[src/rtl/ram_arbiter.sv]
// Two-port arbiter sharing one single-cycle-latency RAM between a CPU (read/write)
// and a video fetcher (read-only), with round-robin priority on conflict.
module ram_arbiter #(
  parameter int ADDR_W = 14,
  parameter int DATA_W = 32
) (
  input  logic                  i_clk,
  input  logic                  i_rst,
  input  logic                  cpu_req,
  input  logic                  cpu_we,
  input  logic [ADDR_W-1:0]     cpu_addr,
  input  logic [DATA_W-1:0]     cpu_wdata,
  input  logic [DATA_W/8-1:0]   cpu_wstrb,
  output logic                  cpu_gnt,
  output logic                  cpu_rvalid,
  output logic [DATA_W-1:0]     cpu_rdata,
  input  logic                  vid_req,
  input  logic [ADDR_W-1:0]     vid_addr,
  output logic                  vid_gnt,
  output logic                  vid_rvalid,
  output logic [DATA_W-1:0]     vid_rdata,
  output logic                  ram_en,
  output logic [DATA_W/8-1:0]   ram_we,
  output logic [ADDR_W-1:0]     ram_addr,
  output logic [DATA_W-1:0]     ram_wdata,
  input  logic [DATA_W-1:0]     ram_rdata,
  output logic [15:0]           conflict_cnt
);

  typedef enum logic {PORT_CPU = 1'b0, PORT_VID = 1'b1} port_t;

  port_t             last_reg;
  port_t             owner_reg;
  logic              is_read_reg;
  logic [15:0]       conflict_reg;
  logic [DATA_W-1:0] cpu_rdata_reg;
  logic [DATA_W-1:0] vid_rdata_reg;
  logic              conflict;

  always_comb begin
    conflict = cpu_req & vid_req;
    cpu_gnt  = 1'b0;
    vid_gnt  = 1'b0;
    if (!i_rst) begin
      if (cpu_req && (!vid_req || last_reg == PORT_VID)) begin
        cpu_gnt = 1'b1;
      end else if (vid_req) begin
        vid_gnt = 1'b1;
      end
    end
  end

  assign ram_en       = cpu_gnt | vid_gnt;
  assign ram_addr     = vid_gnt ? vid_addr : cpu_addr;
  assign ram_we       = (cpu_gnt && cpu_we) ? cpu_wstrb : '0;
  assign ram_wdata    = cpu_wdata;
  assign conflict_cnt = conflict_reg;

  // Reset gating also kills a response whose grant happened just before reset.
  assign cpu_rvalid = !i_rst && is_read_reg && (owner_reg == PORT_CPU);
  assign vid_rvalid = !i_rst && is_read_reg && (owner_reg == PORT_VID);

  // Read data passes straight through in the valid cycle and is held afterwards.
  assign cpu_rdata = cpu_rvalid ? ram_rdata : cpu_rdata_reg;
  assign vid_rdata = vid_rvalid ? ram_rdata : vid_rdata_reg;

  always_ff @(posedge i_clk) begin
    if (i_rst) begin
      last_reg      <= PORT_VID;
      owner_reg     <= PORT_CPU;
      is_read_reg   <= 1'b0;
      conflict_reg  <= 16'd0;
      cpu_rdata_reg <= '0;
      vid_rdata_reg <= '0;
    end else begin
      if (cpu_gnt) begin
        last_reg <= PORT_CPU;
      end else if (vid_gnt) begin
        last_reg <= PORT_VID;
      end
      owner_reg   <= vid_gnt ? PORT_VID : PORT_CPU;
      is_read_reg <= vid_gnt | (cpu_gnt & ~cpu_we);
      if (conflict && conflict_reg != 16'hFFFF) begin
        conflict_reg <= conflict_reg + 16'd1;
      end
      if (cpu_rvalid) begin
        cpu_rdata_reg <= ram_rdata;
      end
      if (vid_rvalid) begin
        vid_rdata_reg <= ram_rdata;
      end
    end
  end

endmodule

[config.mk]
export PLATFORM = sky130hd
export DESIGN_NAME = ram_arbiter
export DESIGN_NICKNAME = d
export VERILOG_FILES = /design/src/rtl/ram_arbiter.sv
export SDC_FILE = /design/constraint.sdc
export NUM_CORES = 1
export LEC_CHECK = 0
export ABC_AREA = 1
export BUFFER_PORTS_ARGS = -buffer_cell sky130_fd_sc_hd__buf_2
export CAP_MARGIN = 20
export CORE_MARGIN = 2
export CORE_UTILIZATION = 35
export DETAILED_ROUTE_END_ITERATION = 12
export SLEW_MARGIN = 15
export SYNTH_ARGS = -nofsm -noshare
export SYNTH_HDL_FRONTEND = slang
export SYNTH_SLANG_ARGS = --single-unit
[constraint.sdc]
create_clock -name i_clk -period 3.95 [get_ports i_clk]
set_clock_uncertainty 0.15 [all_clocks]
set_input_delay 0.395 -clock i_clk [delete_from_list [all_inputs] [get_ports i_clk]]
set_output_delay 0.395 -clock i_clk [all_outputs]
set_load 0.05 [all_outputs]
==> results of run 1 <==
[final cells by class]
type                            count  area (µm²)  share of cell area [%]
Tap cell                          172         215                    3.83
Multi-Input combinational cell    362        2090                    37.1
Clock buffer                       12         256                    4.57
Clock inverter                      4        48.8                   0.869
Inverter                          116         435                    7.75
Sequential cell                    83        1660                    29.6
Timing Repair Buffer              177         913                    16.3
[per-stage QoR]
| step | utilization [%] | instances | power [µW] | area (µm²) |
|---|---|---|---|---|
| 5_1_grt | 44.1 | 926 | 2390 | 5620 |
| 6_report | 44.1 | 926 | 2280 | 5620 |
| 4_1_cts | 44.1 | 926 | 2310 | 5620 |
| 3_3_place_gp | 41.7 | 910 | 1440 | 5310 |
| 3_5_place_dp | 41.7 | 910 | 1450 | 5310 |
| 2_1_floorplan | - | 626 | 1400 | 4610 |
[worst paths after layout]
kind | end | from | depth (start not counted)
setup / recovery | vid_rdata[25] | i_rst | 9
hold / removal | is_read_reg | cpu_we | 2
setup reg to reg | cpu_rdata_reg[5] | is_read_reg | 6
hold reg to reg | last_reg | last_reg | 2
[layer usage]
metal	GRT usage [%]	vias to the layer above	share of wire, %
met2	27.0	138	47
met5	0	-	0
met4	7.29	0	2.1
met3	4.10	27	6.8
li1	-	2207	-
met1	20.8	1886	44
[where the power goes]
part	switching (µW)	total (µW)	internal, µW	leakage [µW]
registers	8.44	876	868	0.000674
clock network	333	856	523	0.000153
logic	403	547	144	0.00213
[cell families after synthesis]
kind of cell	after synthesis
compound gates	143
fa+ha+maj	1
buf+inv	181
flops	83
simple gates	218
[layout by cell type (no fill, tap or decap), types with 2 or more instances in the layout]
master / synthesis / layout
clkbuf_8: 0 / 2
nand3_1: 18 / 18
clkbuf_16: 0 / 9
or2_0: 2 / 2
buf_4: 38 / 5
a211oi_1: 40 / 40
nor3_1: 2 / 2
inv_2: 26 / 26
clkinv_2: 0 / 2
buf_2: 21 / 171
nand2_1: 83 / 83
dfxtp_1: 83 / 83
a211oi_2: 24 / 24
nand4_1: 3 / 3
or2_2: 57 / 57
nor2_2: 6 / 6
a21oi_1: 77 / 77
or2_1: 5 / 5
nor2_1: 37 / 37
inv_1: 90 / 90
==> key figures, run 1 <==
Synth
  • Synth Area in Compound Gates: 21.7%
  • Main synth FF type: dfxtp_1
  • Post-Syn Area: 4610 µm²
  • Post-synthesis mux area share: 0%
  • Ranking of synthesized cells by area: dfxtp_1 36%, a21oi_1 8.4%, or2_2 7.7%
  • Post-synth top area share: 36.1%
  • Syn avg cell area: 7.36 µm²
  • Largest family of logic cells by synthesized area: simple AND/OR/NAND/NOR gates
  • Synthesis Warnings: 0
  • Distinct cell type count after synthesis: 29
  • Synth Net Count: between 700 and 800
  • Synth area leader: dfxtp_1
  • Register area share after synthesis: between 30 and 40%
  • Number of enable flip-flop cells after synthesis: 0
  • Adder-cell share of the synthesized area: 0.272%
  • Synthesized-area fraction occupied by and/or/nand/nor cells: 23.4%
  • Most frequent cell after synthesis: inv_1
  • Async S/R FF share, synth: 0%
  • Post-Synth XOR/XNOR Area: 0%
  • Synthesis-stage register bit count: between 80 and 90
  • Mapped Cells: ~630
  • Synth top cells by count: 90 x inv_1, 83 x dfxtp_1, 83 x nand2_1

Timing
  • Hold Slack: 0.159 ns
  • Setup TNS: 0 ns
  • Peak Freq: 330 MHz
  • Final setup violation count: 0
  • Slew margin rel.: 48.4%
  • Post-route setup slack: 0.920 ns
  • Worst-Margin Slew: 0.774 ns
  • Post-layout min period: 3.03 ns
  • Max Slew Vio Count: 0
  • Final hold vios: 0
  • RSZ-0062 raised after global routing: false
  • Final period util: between 70% and 80%

Finish
  • Fillers: 1357
  • # nets final: 851
  • Diode count: 0
  • Layout cell share with drive strength beyond 1: 41.0%
  • Area Growth Syn to Fin: 22.0%

Global route
  • Initial antenna violation count: 0
  • Grt ovf: 0
  • Largest net degree at the start of global routing: 98
  • Global-route wire length before repair: 19100 µm
  • Vias in the first global route: 3959
  • All-layer global routing usage: 16.6%

Clock network
  • H-tree level count: 3
  • CTS Buf Count: 9
  • Clock sink total: 83
  • Clock Pin Slew Worst Setup and Hold Paths: 0.06 ns
  • Worst-Skew Late Latency: 0.33 ns
  • Post-CTS setup buffers: 0
  • Post-CTS Resized: 0
  • Root Buffer: clkbuf_16
  • Post-CTS Hold Buffers: 0
  • Max clock buf depth: 2
  • CTS tree: built

Critical path
  • Worst path arrival time: 2.49 ns
  • Kind of critical path: input pin to output pin
  • Worst path max stage delay: a little under 0.6 ns
  • Critical path endpoint category: output pin
  • Crit path required time: around 3.4 ns
  • Crit path launch type: input pin
  • Worst path slowest cell: buf_2
  • Critical path cell sequence: buf_2 > inv_2 > nand3_1 > inv_2 > buf_12 > or2_2 > inv_1 > a21oi_1 > buf_2
  • CP Max Fanout: 97
  • Buffers plus inverters on the worst setup path: 6
  • Top delay family on crit path: buffers and inverters
  • R2r setup slk: between 2 and 2.5 ns

Place
  • Final HPWL DP: between 8000 and 9000 µm
  • GP Congestion: ~0.83
  • Dpl ws: 0.896 ns
  • PortBufs: 171

Die
  • Core ar.: 12700 µm²
  • I/O pins: around 240
  • Row cnt: 41
  • Initial Util: 36.2%
  • Die height: 119 µm
  • Total Die Area: between 10000 and 15000 µm²
  • Die Wd: 119 µm

Power and ir drop
  • Peak VDD IR: 177 µV
  • PD cells: 406 nW/µm²
  • P_leak: 0.00296 µW

Detailed routing
  • Routed len/inst: between 10 and 15 µm
  • WL final: 11800 µm
  • Via density: 4.60
  • Vias: approximately 4.3k
  • DRT iter0 DRCs: roughly 190
  • First drt pass iteration count: 4
  • Detail Route Antenna Nets: 0
  • Residual DRC: 0

Run
  • Max cap viols: 0

Outcome
  • Status: completed

Min path
  • Hold/Removal Path Class: input pin to register
Power figures use the tool's default switching activity.
==> run 2: changes to the inputs <==
- clock period: 3.95 -> 3 ns (I/O delays scaled with it)
==> key figures, run 2 (synthesis results as in run 1) <==
Die
  • Initial Util: 36.2% (unchanged)
  • Die height: 119 µm (unchanged)
  • Row cnt: 41 (unchanged)
  • Total Die Area: 14100 µm² (unchanged)
  • Core ar.: 12700 µm² (unchanged)
  • Die Wd: 119 µm (unchanged)
  • I/O pins: 236 (unchanged)

Finish
  • Final Util: 44.6% (+0.48 points)
  • Area occupied by multi-input gates: 2090 µm² (unchanged)
  • Diode count: 0 (unchanged)
  • Area Growth Syn to Fin: 23.3%
  • Sequential cell area: 1660 µm² (unchanged)
  • Most frequent cells in the layout: 168 x buf_2, 90 x inv_1, 83 x nand2_1, 83 x dfxtp_1, 77 x a21oi_1
  • Fillers: 1325 (-2.4%)
  • Layout cell share with drive strength beyond 1: 40.7% (-0.24 points)
  • Commonest non-fill, non-tap cell in the layout: buf_2
  • Design area: 5680 µm² (+1.1%)
  • # nets final: 850 (-0.12%)
  • Final instance count without filler cells: 923 (-0.32%)

Critical path
  • Kind of critical path: input pin to output pin
  • CP Max Fanout: 22 (-77%)
  • Crit path required time: 2.55 ns (-0.85 ns)
  • Critical path endpoint category: output pin
  • Worst path arrival time: 1.98 ns (-0.51 ns)
  • Crit path launch type: input pin

Timing
  • Final hold vios: 0 (unchanged)
  • Setup TNS: 0 ns (unchanged)
  • Final setup violation count: 0 (unchanged)
  • Max Slew Vio Count: 0 (unchanged)
  • Worst-Margin Slew: 0.842 ns (+0.0681 ns)
  • Peak Freq: 412 MHz
  • RSZ-0062 raised after global routing: false
  • Post-layout min period: 2.43 ns
  • Slew margin rel.: 43.9% (-4.5 points)
  • Post-route setup slack: 0.571 ns (-0.349 ns)
  • Final period util: 81.0%

Clock network
  • Root Buffer: clkbuf_16
  • Clock sink total: 83 (unchanged)
  • Worst-Skew Late Latency: 0.34 ns (about the same)
  • H-tree level count: 3 (unchanged)
  • CTS tree: built
  • Post-CTS setup buffers: 0 (unchanged)
  • Clock Pin Slew Worst Setup and Hold Paths: 0.06 ns (about the same)
  • CTS Buf Count: 9 (unchanged)
  • Max clock buf depth: 2 (unchanged)
  • Post-CTS Resized: 0 (unchanged)
  • Post-CTS Hold Buffers: 0 (unchanged)

Detailed routing
  • Residual DRC: 0 (unchanged)
  • Vias: 4213 (-1.1%)
  • Detail Route Antenna Nets: 0 (unchanged)
  • Routed len/inst: 12.8 µm (+0.21%)
  • DRT iter0 DRCs: 208 (+8.9%)
  • Met2 wire len: 5580 µm (+0.25%)
  • Via density: 4.56 (-0.74%)
  • Max Used Layer: met4
  • DRT met1 WL: 5270 µm (+1.5%)
  • Routed wl met3: 719 µm (-10%)
  • First drt pass iteration count: 4 (unchanged)
  • WL final: 11800 µm (-0.12%)

Power and ir drop
  • Sequential share of power: 37.5% (-0.9 points)
  • Peak VDD IR: 218 µV (+23%)
  • PD cells: 542 nW/µm² (+34%)
  • Internal: 2110 µW (+37%)
  • Clock power frac: 38.7% (+1.1 points)
  • Comb pwr share: 23.8% (-0.2 points)
  • Switching Power: 969 µW (+30%)
  • P_leak: 0.00297 µW (+0.37%)
  • Switching Share: 31.5% (-1.2 points)

Place
  • GP Congestion: 0.864 (+4.0%)
  • Final HPWL DP: 8670 µm (-2.1%)
  • PortBufs: 171 (unchanged)
  • Placed insts: 909 (-0.11%)
  • Cell Area, Placed: 5360 µm² (+0.94%)
  • Dpl ws: 0.562 ns (-0.334 ns)

Outcome
  • Status: completed

Global route
  • Largest net degree at the start of global routing: 98 (unchanged)
  • Vias in the first global route: 4061 (+2.6%)
  • Initial antenna violation count: 0 (unchanged)
  • Global-route wire length before repair: 19400 µm (+1.5%)
  • Grt ovf: 0 (unchanged)
  • All-layer global routing usage: 16.9% (+0.27 points)

Run
  • Max cap viols: 0 (unchanged)

Min path
  • Hold/Removal Path Class: input pin to register
[run 2: worst paths after layout]
kind                   start               end  slack [ns]  cells after the start
max reg2reg  conflict_cnt[0]  conflict_cnt[14]        1.26                      6
min                   cpu_we       is_read_reg        0.03                      2
min reg2reg         last_reg          last_reg        0.33                      2
max                    i_rst     vid_rdata[28]        0.57                      9
[run 2: power groups by stage]
stage | registers [µW] | logic, µW | clock network (µW)
6_report | 1150 | 733 | 1190
5_1_grt | 1160 | 788 | 1290
4_1_cts | 1150 | 741 | 1240
3_5_place_dp | 1180 | 737 | 0
3_3_place_gp | 1180 | 731 | 0
2_1_floorplan | 1180 | 662 | 0
[run 2: metrics by stage]
step	hold slack [ns]	total power, µW
after floorplan	0.262	1840
after global placement	0.320	1910
after detailed placement	0.322	1920
after CTS	0.0190	3130
after global routing	0.0206	3230
final	0.0332	3080
[run 2: layout make-up]
type | count | share of cell area, %
Clock inverter | 2 | 1.06
Tap cell | 172 | 3.79
Sequential cell | 83 | 29.3
Clock buffer | 12 | 4.52
Inverter | 116 | 7.67
Timing Repair Buffer | 176 | 17.0
Multi-Input combinational cell | 362 | 36.7
[run 2: critical path: stages]
cell	delay, ns
buf_2	0.13
inv_2	0.28
nand3_1	0.16
inv_2	0.23
buf_4	0.28
or2_2	0.14
inv_1	0.04
a21oi_1	0.12
buf_2	0.28
[run 2: per-layer routing]
metal,track usage [%],vias up
li1,-,2202
met1,20.7,1858
met2,28.3,129
met3,3.86,24
met4,7.14,0
met5,0,-
==> run 3: changes to the inputs <==
- clock period: 3 -> 2.32 ns (I/O delays scaled with it)
==> key figures, run 3 (synthesis results as in run 1) <==
Outcome
  • Status: completed

Die
  • Total Die Area: 14100 µm² (unchanged)
  • Row cnt: 41 (unchanged)
  • Die Wd: 119 µm (unchanged)
  • Core ar.: 12700 µm² (unchanged)
  • I/O pins: 236 (unchanged)
  • Die height: 119 µm (unchanged)
  • Initial Util: 36.2% (unchanged)

Finish
  • Area Growth Syn to Fin: 27.7%
  • Layout cell share with drive strength beyond 1: 42.0% (+1.3 points)
  • Final instance count without filler cells: 936 (+1.4%)
  • Design area: 5880 µm² (+3.6%)
  • Diode count: 0 (unchanged)
  • # nets final: 861 (+1.3%)
  • Most frequent cells in the layout: 132 x buf_2, 90 x inv_1, 83 x nand2_1, 83 x dfxtp_1, 74 x a21oi_1
  • Commonest non-fill, non-tap cell in the layout: buf_2

Place
  • PortBufs: 171 (unchanged)
  • GP Congestion: 0.823 (-4.7%)
  • Final HPWL DP: 8980 µm (+3.6%)
  • Placed insts: 913 (+0.44%)
  • Cell Area, Placed: 5400 µm² (+0.79%)

Critical path
  • Worst path max stage delay: 0.33 ns (+0.05 ns)
  • Kind of critical path: register to output pin
  • Worst path arrival time: 1.93 ns (-0.05 ns)
  • Reg-to-Reg Start: conflict_cnt[0]
  • R2r setup slk: 0.60 ns (-0.66 ns)
  • Critical path endpoint category: output pin
  • CP Max Fanout: 36 (+64%)
  • Worst setup path start: is_read_reg
  • Crit path launch type: register
  • Critical path cell sequence: inv_1 > nor3_4 > buf_12 > or2_2 > inv_2 > a21oi_1 > buf_12
  • Worst path slowest cell: dfxtp_1
  • Cells on worst reg2reg path: 6 (unchanged)
  • Crit path required time: 1.94 ns (-0.61 ns)
  • Crit path top cell by count: buf_12
  • Worst Setup EP: cpu_rdata[3]
  • Reg2reg end: conflict_cnt[14]

Detailed routing
  • Routed wl met3: 777 µm (+8.1%)
  • Max Used Layer: met4
  • DRT iter0 DRCs: 183 (-12%)
  • DRT met1 WL: 5260 µm (-0.27%)
  • Via density: 4.70 (+2.9%)
  • Vias: 4395 (+4.3%)
  • Routed len/inst: 13.4 µm (+4.7%)
  • WL final: 12500 µm (+6.2%)
  • Detail Route Antenna Nets: 0 (unchanged)
  • First drt pass iteration count: 4 (unchanged)
  • Residual DRC: 0 (unchanged)
  • Met2 wire len: 6200 µm (+11%)

Timing
  • Slew margin rel.: 44.5% (+0.59 points)
  • Post-layout min period: 2.31 ns
  • Final hold vios: 0 (unchanged)
  • Setup TNS: 0 ns (unchanged)
  • Max Slew Vio Count: 0 (unchanged)
  • Worst-Margin Slew: 0.833 ns (-0.00879 ns)
  • RSZ-0062 raised after global routing: true
  • Final setup violation count: 0 (unchanged)
  • Final period util: 99.8%
  • Peak Freq: ~430 MHz

Global route
  • All-layer global routing usage: 17.1% (+0.21 points)
  • Grt ovf: 0 (unchanged)
  • Initial antenna violation count: 0 (unchanged)
  • Vias in the first global route: 4127 (+1.6%)
  • Largest net degree at the start of global routing: 65 (-34%)
  • Global-route wire length before repair: 19600 µm (+0.93%)

Power and ir drop
  • PD cells: 648 nW/µm² (+19%)
  • Peak VDD IR: 257 µV (+18%)
  • Pwr Total: 3810 µW (+24%)
  • P_leak: 0.00302 µW (+1.7%)

Clock network
  • Worst-Skew Late Latency: 0.34 ns (about the same)
  • CTS tree: built
  • H-tree level count: 3 (unchanged)
  • Clock sink total: 83 (unchanged)
  • Root Buffer: clkbuf_16
  • Max clock buf depth: 2 (unchanged)
  • CTS Buf Count: 9 (unchanged)
  • Clock Pin Slew Worst Setup and Hold Paths: 0.06 ns (about the same)

Run
  • Max cap viols: 0 (unchanged)

Min path
  • Hold/Removal Path Class: input pin to register
==> run 3: cell types whose count changed in the layout (fill, tap and decap cells not counted), moves of 3 or more <==
cell,change
buf_2,-36
clkbuf_4,+19
clkinv_2,+4
a21oi_1,-3
buf_4,+22
a21oi_2,+3
==> run 3: final cells by class <==
type / instances / area, µm²
clock buffers: 11 / 243
clock inverters: 5 / 28.8
fillers: 1329 / 6840
inverters: 116 / 438
multi-input cells: 362 / 2100
flip-flops and latches: 83 / 1660
well taps: 172 / 215
repair buffers: 187 / 1200
==> run 3: power breakdown <==
group	leakage (µW)	switching, µW	internal, µW
clock	0.000139	559	748
combinational	0.00220	704	305
sequential	0.000674	13.9	1480
==> run 3: through the flow <==
stage	hold slack [ns]	utilization [%]	setup slack [ns]
5_1_grt	0.0747	46.2	-0.0415
3_3_place_gp	0.309	42.5	0.311
6_report	0.0591	46.2	0.00556
4_1_cts	0.0491	44.7	0.00474
3_5_place_dp	0.305	42.5	0.284
2_1_floorplan	0.194	-	0.209
==> run 3: timing repair <==
item                                    in CTS  in global routing
setup buffers                                0                  4
pin swaps                                    0                  1
gates resized for setup                      2                 56
endpoints found under the setup margin       2                 47
cloned                                       0                  2
hold buffers                                 1                  0
endpoints found under the hold margin        1                  0
==> run 3: worst max-delay path, delay by kind of cell (launching register included) <==
kind                   cells  cell delay, ns
buffers and inverters      4            0.53
AND/OR/NAND/NOR            2            0.40
flip-flops                 1            0.33
AO/OA/AOI/OAI              1            0.32
==> run 3: worst min path at each step <==
stage / cells past startpoint / end / slack (ns) / start
2_1_floorplan: 1 / is_read_reg / 0.19 / cpu_we
3_3_place_gp: 2 / is_read_reg / 0.31 / cpu_we
3_5_place_dp: 2 / is_read_reg / 0.31 / cpu_we
4_1_cts: 3 / cpu_rdata_reg[28] / 0.05 / ram_rdata[28]
5_1_grt: 3 / cpu_rdata_reg[26] / 0.07 / ram_rdata[26]
6_report: 3 / cpu_rdata_reg[30] / 0.06 / ram_rdata[30]
==> run 3: routing by layer <==
layer | track usage (%) | vias up
met5 | 0 | -
met2 | 29.8 | 136
met3 | 4.44 | 28
met4 | 7.22 | 0
met1 | 19.7 | 1996
li1 | - | 2235
